File: src/rtl/pipe_pkg.sv
// pipe_pkg: shared constants for the ID/EX elastic stage.
package pipe_pkg;
   localparam logic [1:0] ST_EMPTY = 2'b00;
   localparam logic [1:0] ST_BUSY  = 2'b01;
   localparam logic [1:0] ST_FULL  = 2'b11;
   localparam int ID_EX_DATA_W = 96;
   localparam int ID_EX_CTRL_W = 40;
   localparam int CTRL_RD_LSB     = 0;
   localparam int CTRL_OPCODE_LSB = 5;
   localparam int CTRL_FUNC3_LSB  = 12;
   localparam int CTRL_FUNC7_LSB  = 15;
   localparam int CTRL_FLAGS_LSB  = 22;
   localparam int CTRL_ALU_LSB    = 30;
endpackage

File: src/rtl/pipe_slot.sv
// pipe_slot: one payload register with valid bit; clear beats load.
module pipe_slot #(
   parameter int W = 8
) (
   input  logic         clk,
   input  logic         rst,
   input  logic         clr_i,
   input  logic         ld_i,
   input  logic [W-1:0] d_i,
   output logic         v_o,
   output logic [W-1:0] q_o
);
   logic         v_q;
   logic [W-1:0] q_q;
   always_ff @(posedge clk) begin
      if (rst) begin
         v_q <= 1'b0;
         q_q <= '0;
      end else if (clr_i) begin
         v_q <= 1'b0;
      end else if (ld_i) begin
         v_q <= 1'b1;
         q_q <= d_i;
      end
   end
   assign v_o = v_q;
   assign q_o = q_q;
endmodule

File: src/rtl/id_ex_elastic_stage.sv
// id_ex_elastic_stage: ID/EX register with valid/ready handshake and a skid slot,
// so in_ready is a flop and never depends combinationally on out_ready.
module id_ex_elastic_stage
   import pipe_pkg::*;
#(
   parameter int DATA_W               = ID_EX_DATA_W,
   parameter int CTRL_W               = ID_EX_CTRL_W,
   parameter bit CLEAR_CTRL_ON_BUBBLE = 1'b1,
   parameter int CNT_W                = 16
) (
   input  logic              clk,
   input  logic              rst,
   input  logic              flush,
   input  logic              in_valid,
   output logic              in_ready,
   input  logic [DATA_W-1:0] in_data,
   input  logic [CTRL_W-1:0] in_ctrl,
   output logic              out_valid,
   input  logic              out_ready,
   output logic [DATA_W-1:0] out_data,
   output logic [CTRL_W-1:0] out_ctrl,
   output logic [CNT_W-1:0]  stall_cycles
);
   localparam int SLOT_W = DATA_W + CTRL_W;
   logic              main_v, skid_v, in_fire, out_fire;
   logic              main_ld, main_clr, skid_ld, skid_clr;
   logic [1:0]        state;
   logic [SLOT_W-1:0] main_q, skid_q, main_d;
   logic [CNT_W-1:0]  stall_q, stall_d;
   assign state    = {skid_v, main_v};
   assign in_ready = ~skid_v;
   assign in_fire  = in_valid & in_ready;
   assign out_fire = main_v & out_ready;
   // main refills from the skid when it holds the older entry, otherwise from the input
   assign main_d   = (state == ST_FULL) ? skid_q : {in_ctrl, in_data};
   assign main_ld  = in_fire & ((state == ST_EMPTY) | out_fire) | (state == ST_FULL) & out_fire;
   assign main_clr = flush | (state == ST_BUSY) & out_fire & ~in_fire;
   assign skid_ld  = (state == ST_BUSY) & in_fire & ~out_fire;
   assign skid_clr = flush | (state == ST_FULL) & out_fire;
   pipe_slot #(.W(SLOT_W)) u_main (
      .clk(clk), .rst(rst), .clr_i(main_clr), .ld_i(main_ld),
      .d_i(main_d), .v_o(main_v), .q_o(main_q)
   );
   pipe_slot #(.W(SLOT_W)) u_skid (
      .clk(clk), .rst(rst), .clr_i(skid_clr), .ld_i(skid_ld),
      .d_i({in_ctrl, in_data}), .v_o(skid_v), .q_o(skid_q)
   );
   assign stall_d = (main_v & ~out_ready & ~&stall_q) ? stall_q + 1'b1 : stall_q;
   always_ff @(posedge clk) begin
      if (rst) stall_q <= '0;
      else stall_q <= stall_d;
   end
   assign out_valid    = main_v;
   assign out_data     = main_q[DATA_W-1:0];
   assign out_ctrl     = (CLEAR_CTRL_ON_BUBBLE && !main_v) ? '0 : main_q[SLOT_W-1:DATA_W];
   assign stall_cycles = stall_q;
endmodule

File: config.mk
export PLATFORM = sky130hd
export DESIGN_NAME = id_ex_elastic_stage
export DESIGN_NICKNAME = d
export VERILOG_FILES = /design/src/rtl/pipe_pkg.sv /design/src/rtl/pipe_slot.sv /design/src/rtl/id_ex_elastic_stage.sv
export SDC_FILE = /design/constraint.sdc
export NUM_CORES = 1
export LEC_CHECK = 0
export ABC_AREA = 1
export BUFFER_PORTS_ARGS = -buffer_cell sky130_fd_sc_hd__buf_2
export CORE_ASPECT_RATIO = 0.8
export CORE_MARGIN = 1
export CORE_UTILIZATION = 52
export DETAILED_ROUTE_END_ITERATION = 7
export PLACE_DENSITY = 0.81
export SLEW_MARGIN = 10
export SYNTH_ARGS = -nofsm -noshare
export SYNTH_HDL_FRONTEND = slang
export SYNTH_HIERARCHICAL = 1
export SYNTH_SLANG_ARGS = --single-unit
export TNS_END_PERCENT = 5
File: constraint.sdc
create_clock -name clk -period 4.15 [get_ports clk]
set_clock_uncertainty 0.15 [all_clocks]
set_input_delay 0.415 -clock clk [delete_from_list [all_inputs] [get_ports clk]]
set_output_delay 0.415 -clock clk [all_outputs]
set_load 0.01 [all_outputs]
Word-level counts from Yosys, hierarchy flattened. Cells that the tools add are included.

Add/subtract/negate cells: 1. Equality and inequality tests: 2. Mux-type cells: 2. Bitwise gates (word level): 20. Reduce and logical (&&, ||, !) cells: 7.

Operators by type and width (count): 2-to-1 mux 136 bit (1); 2-to-1 mux 40 bit (1); adder 16 x 1 -> 16 bit, second input constant (1); AND reduction 16 bit (1); bitwise AND 1 bit (10); NOT 1 bit (6); bitwise OR 1 bit (4); AND reduction 2 bit (2); OR reduction 2 bit (2); == test 2 x 1 -> 1 bit, second input constant (1); == test 2 bit, second input constant (1); logical NOT 2 bit (1); logical NOT 1 bit (1).

Register bits: 290. Bits of input ports: 141. Output and inout bits: 154. Logic and storage cells: 37.

Depth between registers and ports, before layout.
Depth after elaboration: 7. Gate-level depth with buffers: 11. Mapped depth without buffers: 9.

Cells and area by module. The synthesis kept the hierarchy.

By module, submodules not included: pipe_slot (instances 2, cells an instance 880, area an instance 5746.8 um^2, sequential area each 2742.6 um^2); id_ex_elastic_stage (instances 1, cells an instance 396, area an instance 3041.7 um^2, sequential area each 320.3 um^2).

Worst setup path before layout. Ideal clock, no wire load.

Path kind: reg-to-reg. Start: reg u_main.v_q (netlist: u_main/v_o). End: reg u_skid.q_q[92] (netlist: u_skid/q_o[92]). Library setup time: 0.064 ns. Arrival: 2.010 ns. Required time: 3.936 ns. Slack: 1.926 ns. Cell stages (with the launch flop): 12. Path buffers: 5. Clock period less this slack: 2.224 ns. Cells stage by stage: dfxtp_1 -> buf_4 -> nand2_2 -> buf_4 -> buf_6 -> o21ai_0 -> inv_2 -> buf_2 -> buf_4 -> nand3_1 -> nand2_1 -> nor2_1.

Longest elaborated chain between the ends: 5. Elaborated cells between the ends (all ways): 10. Those cells by class: eq/ne: 2; bitwise: 7; reduce/logical: 1.

RTL lines: start, declared (RTL line pipe_slot.sv:13) `logic v_q;`; start signal, assigned (RTL line pipe_slot.sv:17) `v_q <= 1'b0;`; start signal, assigned (RTL line pipe_slot.sv:20) `v_q <= 1'b0;`; start signal, assigned (RTL line pipe_slot.sv:22) `v_q <= 1'b1;`; == test 2 bit / bitwise AND 1 bit (equally long branches) (RTL line id_ex_elastic_stage.sv:39, id_ex_elastic_stage.sv:33); bitwise AND 1 bit (*) (RTL line id_ex_elastic_stage.sv:39) `assign skid_clr = flush | (state == ST_FULL) & out_fire;`; bitwise OR 1 bit (*) (RTL line id_ex_elastic_stage.sv:39); via skid_clr (RTL line id_ex_elastic_stage.sv:26) `logic main_ld, main_clr, skid_ld, skid_clr;`; NOT 1 bit (no source line) (*); AND reduction 2 bit (no source line) (*); end signal, assigned (RTL line pipe_slot.sv:23) `q_q <= d_i;`; end, declared (RTL line pipe_slot.sv:14) `logic [W-1:0] q_q;`.

Mark *: on every way through the listed nets, which the timed path passes. The rest lies on a longest branch. A chain may end at the register's enable or synchronous reset.

Final worst setup path.
Start: reg u_main.v_q (netlist: u_main/v_o). End: reg u_skid.q_q[87] (netlist: u_skid/q_o[87]).

Elaborated cells between the ends (all ways): 10. Those cells by class: eq/ne: 2; bitwise: 7; reduce/logical: 1.

RTL lines: == test 2 x 1 -> 1 bit / bitwise AND 1 bit (equally long branches) (RTL line id_ex_elastic_stage.sv:38, id_ex_elastic_stage.sv:33); bitwise AND 1 bit / NOT 1 bit (equally long branches) (RTL line id_ex_elastic_stage.sv:38) `assign skid_ld = (state == ST_BUSY) & in_fire & ~out_fire;`; bitwise AND 1 bit (*) (RTL line id_ex_elastic_stage.sv:38); via skid_ld (RTL line id_ex_elastic_stage.sv:26); AND reduction 2 bit (no source line) (*).

Marks and branches as above.

==> impl_metrics.tcl <==
set metrics [dict create \
    status "complete, no violations" \
    synth-seq-cells 290 \
    numCtsBuffers 30 \
    htreeDepth 1 \
    yosysSeqAreaShare_pct 39.9 \
    synthDistinctLibCells 24 \
    holdPathStages 2 \
    reg2reg_to "u_skid/q_o[87]$_SDFFE_PP0P_" \
    grt_pass1_wl_mm 63.1 \
    die_area_mm2 0.0286 \
    final_layout_size_suffix_gt1_share_pct 17.1 \
    synth_nets 2298 \
    clk_path_buf_depth 3 \
    cp-end-kind "flip-flop" \
    min-delay-start "rst" \
    rows 54 \
    ant_nets 0 \
    synth_area_mm2 0.0145 \
    finalWeightedCongestion 0.842 \
    r2r_cells 8 \
    hold_violations 0 \
    finalMaxSlewViolations 0 \
    core_mm2 0.0274 \
    clkLatencyLatePin_ns 0.56 \
    layout.nets 2510 \
    initial_utilization_pct 53.1 \
    total_power_mw 6.57 \
    num_vias 13857 \
    area_delta_synth_final_pct 17.7 \
    track_usage_pct 26.6 \
    clock-root-buffer "clkbuf_16" \
    tightest_slew_ns 0.962 \
    die_w_um 189 \
    grt_max_degree 138 \
    numPortBuffers 294 \
    worst-path-max-fanout 100 \
    r2r-start "u_main/v_o$_SDFFE_PP0P_" \
    p_per_area_mw_per_mm2 384 \
    avgSynthCellArea_um2 6.74 \
    tritoncts "built" \
    slew_headroom_pct 35.9 \
    arrival_ns 3.28 \
    min_to "u_skid/v_o$_SDFFE_PP0P_" \
    via_per_inst 5.01 \
    drtIter0Drc 996 \
    finalSetupViolCount 0 \
    fp.dieH_um 152 \
    grt_pass1_vias 13099 \
    hp-class "in2reg" \
    drt-total-wl_mm 39.1 \
    dr.pass1.iters 6 \
    synthCells 2156 \
    rsz0062_at_grt "false" \
    rrSetupSlack_ns 1.21 \
    worst_ep_required_time_ns 4.49 \
    clock-sinks 290 \
    cellLeakagePower_nw 9.04 \
    drc 0 \
    synth_warnings 6 \
    wire_per_inst_um 14.1 \
    worst_setup_path_start_kind "flip-flop" \
    min_period_ns 2.94 \
    maxCapViolCount 0 \
    overflow 0 \
    fin_crit_sh_pct 70.8 \
    peakVddDrop_mv 0.269 \
    place_hpwl_mm 24.9 \
    fillCellCount 2434 \
    ioPinCount 295 \
    clk_pin_slew_ns 0.06 \
    max_freq_mhz 340 \
    final.setup.tns_ns 0 \
    path_class "reg2reg" \
    antenna_found_initial 13 \
]
cell usage after synthesis (all sizes together):
cell	n	area share (%)
dfxtp	290	40
ha	1	0.086
nand4	4	0.28
clkinv	1	0.034
nor3	3	0.10
nand2	355	9.2
nand3	291	10
mux2	136	11
o21ai	1	0.034
clkbuf	38	0.98
a21oi	14	0.48
buf	99	3.9
nor2	587	16
inv	336	8.7
what timing repair did:
item	in CTS	in global routing
hold endpoints to repair	4	0
setup buffers	0	0
hold buffers	4	0
setup endpoints to repair	0	0
resized for setup	0	0
how the worst max path moves through the flow:
stage	start	endpoint
2_1_floorplan	u_main/v_o$_SDFFE_PP0P_	u_skid/q_o[92]$_SDFFE_PP0P_
3_3_place_gp	u_skid/v_o$_SDFFE_PP0P_	u_skid/q_o[26]$_SDFFE_PP0P_
3_5_place_dp	u_skid/v_o$_SDFFE_PP0P_	u_skid/q_o[36]$_SDFFE_PP0P_
4_1_cts	u_main/v_o$_SDFFE_PP0P_	u_skid/q_o[87]$_SDFFE_PP0P_
5_1_grt	u_main/v_o$_SDFFE_PP0P_	u_skid/q_o[27]$_SDFFE_PP0P_
6_report	u_main/v_o$_SDFFE_PP0P_	u_skid/q_o[87]$_SDFFE_PP0P_
cell families (layout without fill, tap and decap cells):
| family | count (synthesis) | after routing | share of synthesized area, % |
|---|---|---|---|
| DFF | 290 | 290 | 39.9 |
| other | 0 | 12 | 0 |
| and+or+nand+nor | 1240 | 1240 | 35.3 |
| AOI/OAI and AO/OA | 15 | 15 | 0.516 |
| buffers and inverters | 474 | 710 | 13.6 |
| muxes | 136 | 136 | 10.5 |
| adders and majority gates | 1 | 1 | 0.0861 |
flip-flops by register name (all words and copies together) (netlist names):
name / cells
u_skid/q_o: 136
u_main/v_o: 1
u_main/q_o: 136
stall_cycles: 16
u_skid/v_o: 1
layer usage:
metal / global-route usage, % / up-vias / share of wire [%]
li1: - / 6945 / -
met3: 5.46 / 85 / 7.4
met1: 33.9 / 6326 / 43
met4: 11.2 / 2 / 3.4
met2: 43.9 / 499 / 46
met5: 0 / - / 0.031
critical path, stage by stage (launching register included):
cell and delay, ns:
dfxtp_1 0.42, buf_4 0.44, nand2_2 0.21, nor2_4 0.67, inv_2 0.09, nor2_4 0.14, buf_12 0.39, nor2_1 0.13
nor2_1 0.14
final cells by class:
class	count	area [um^2]	share of cell area, %
timing repair buffer	317	1700	9.96
tap	364	455	2.66
inverter	337	1280	7.46
antenna	12	30.0	0.176
clock buffer	45	918	5.37
sequential	290	5810	33.9
multi-input combinational	1392	6790	39.7
clock inverter	11	133	0.775
cell usage in the layout, fill, tap and decap left out, types with 4 or more instances in the layout:
cell	count
dfxtp_1	290
a21oi_1	13
nand3_1	285
inv_4	4
clkbuf_1	5
nor2_4	7
inv_1	330
dlygate4sd3_1	4
nand3_2	6
clkinv_2	8
buf_2	294
mux2_2	18
clkbuf_8	9
clkbuf_16	31
buf_12	4
nor2_1	578
mux2_1	118
buf_4	15
nand2_1	352
diode_2	12
report_power, final:
group          switching [mW]  internal [mW]  total, mW
Clock                    1.13           1.71       2.84
Sequential             0.0586           2.90       2.96
Combinational           0.480          0.294      0.774
metrics by stage:
step,setup slack (ns),util (%),cell area (um^2),std cells,hold slack [ns]
after floorplan,1.93,-,14500,2156,0.298
after global routing,0.989,62.5,17100,2763,0.0279
after CTS,1.23,62.4,17100,2756,0.000592
after detailed placement,1.26,58.4,16000,2696,0.315
after global placement,1.29,58.4,16000,2696,0.304
final,1.21,62.5,17100,2768,0.0196
(Power assumes the default switching activity.)
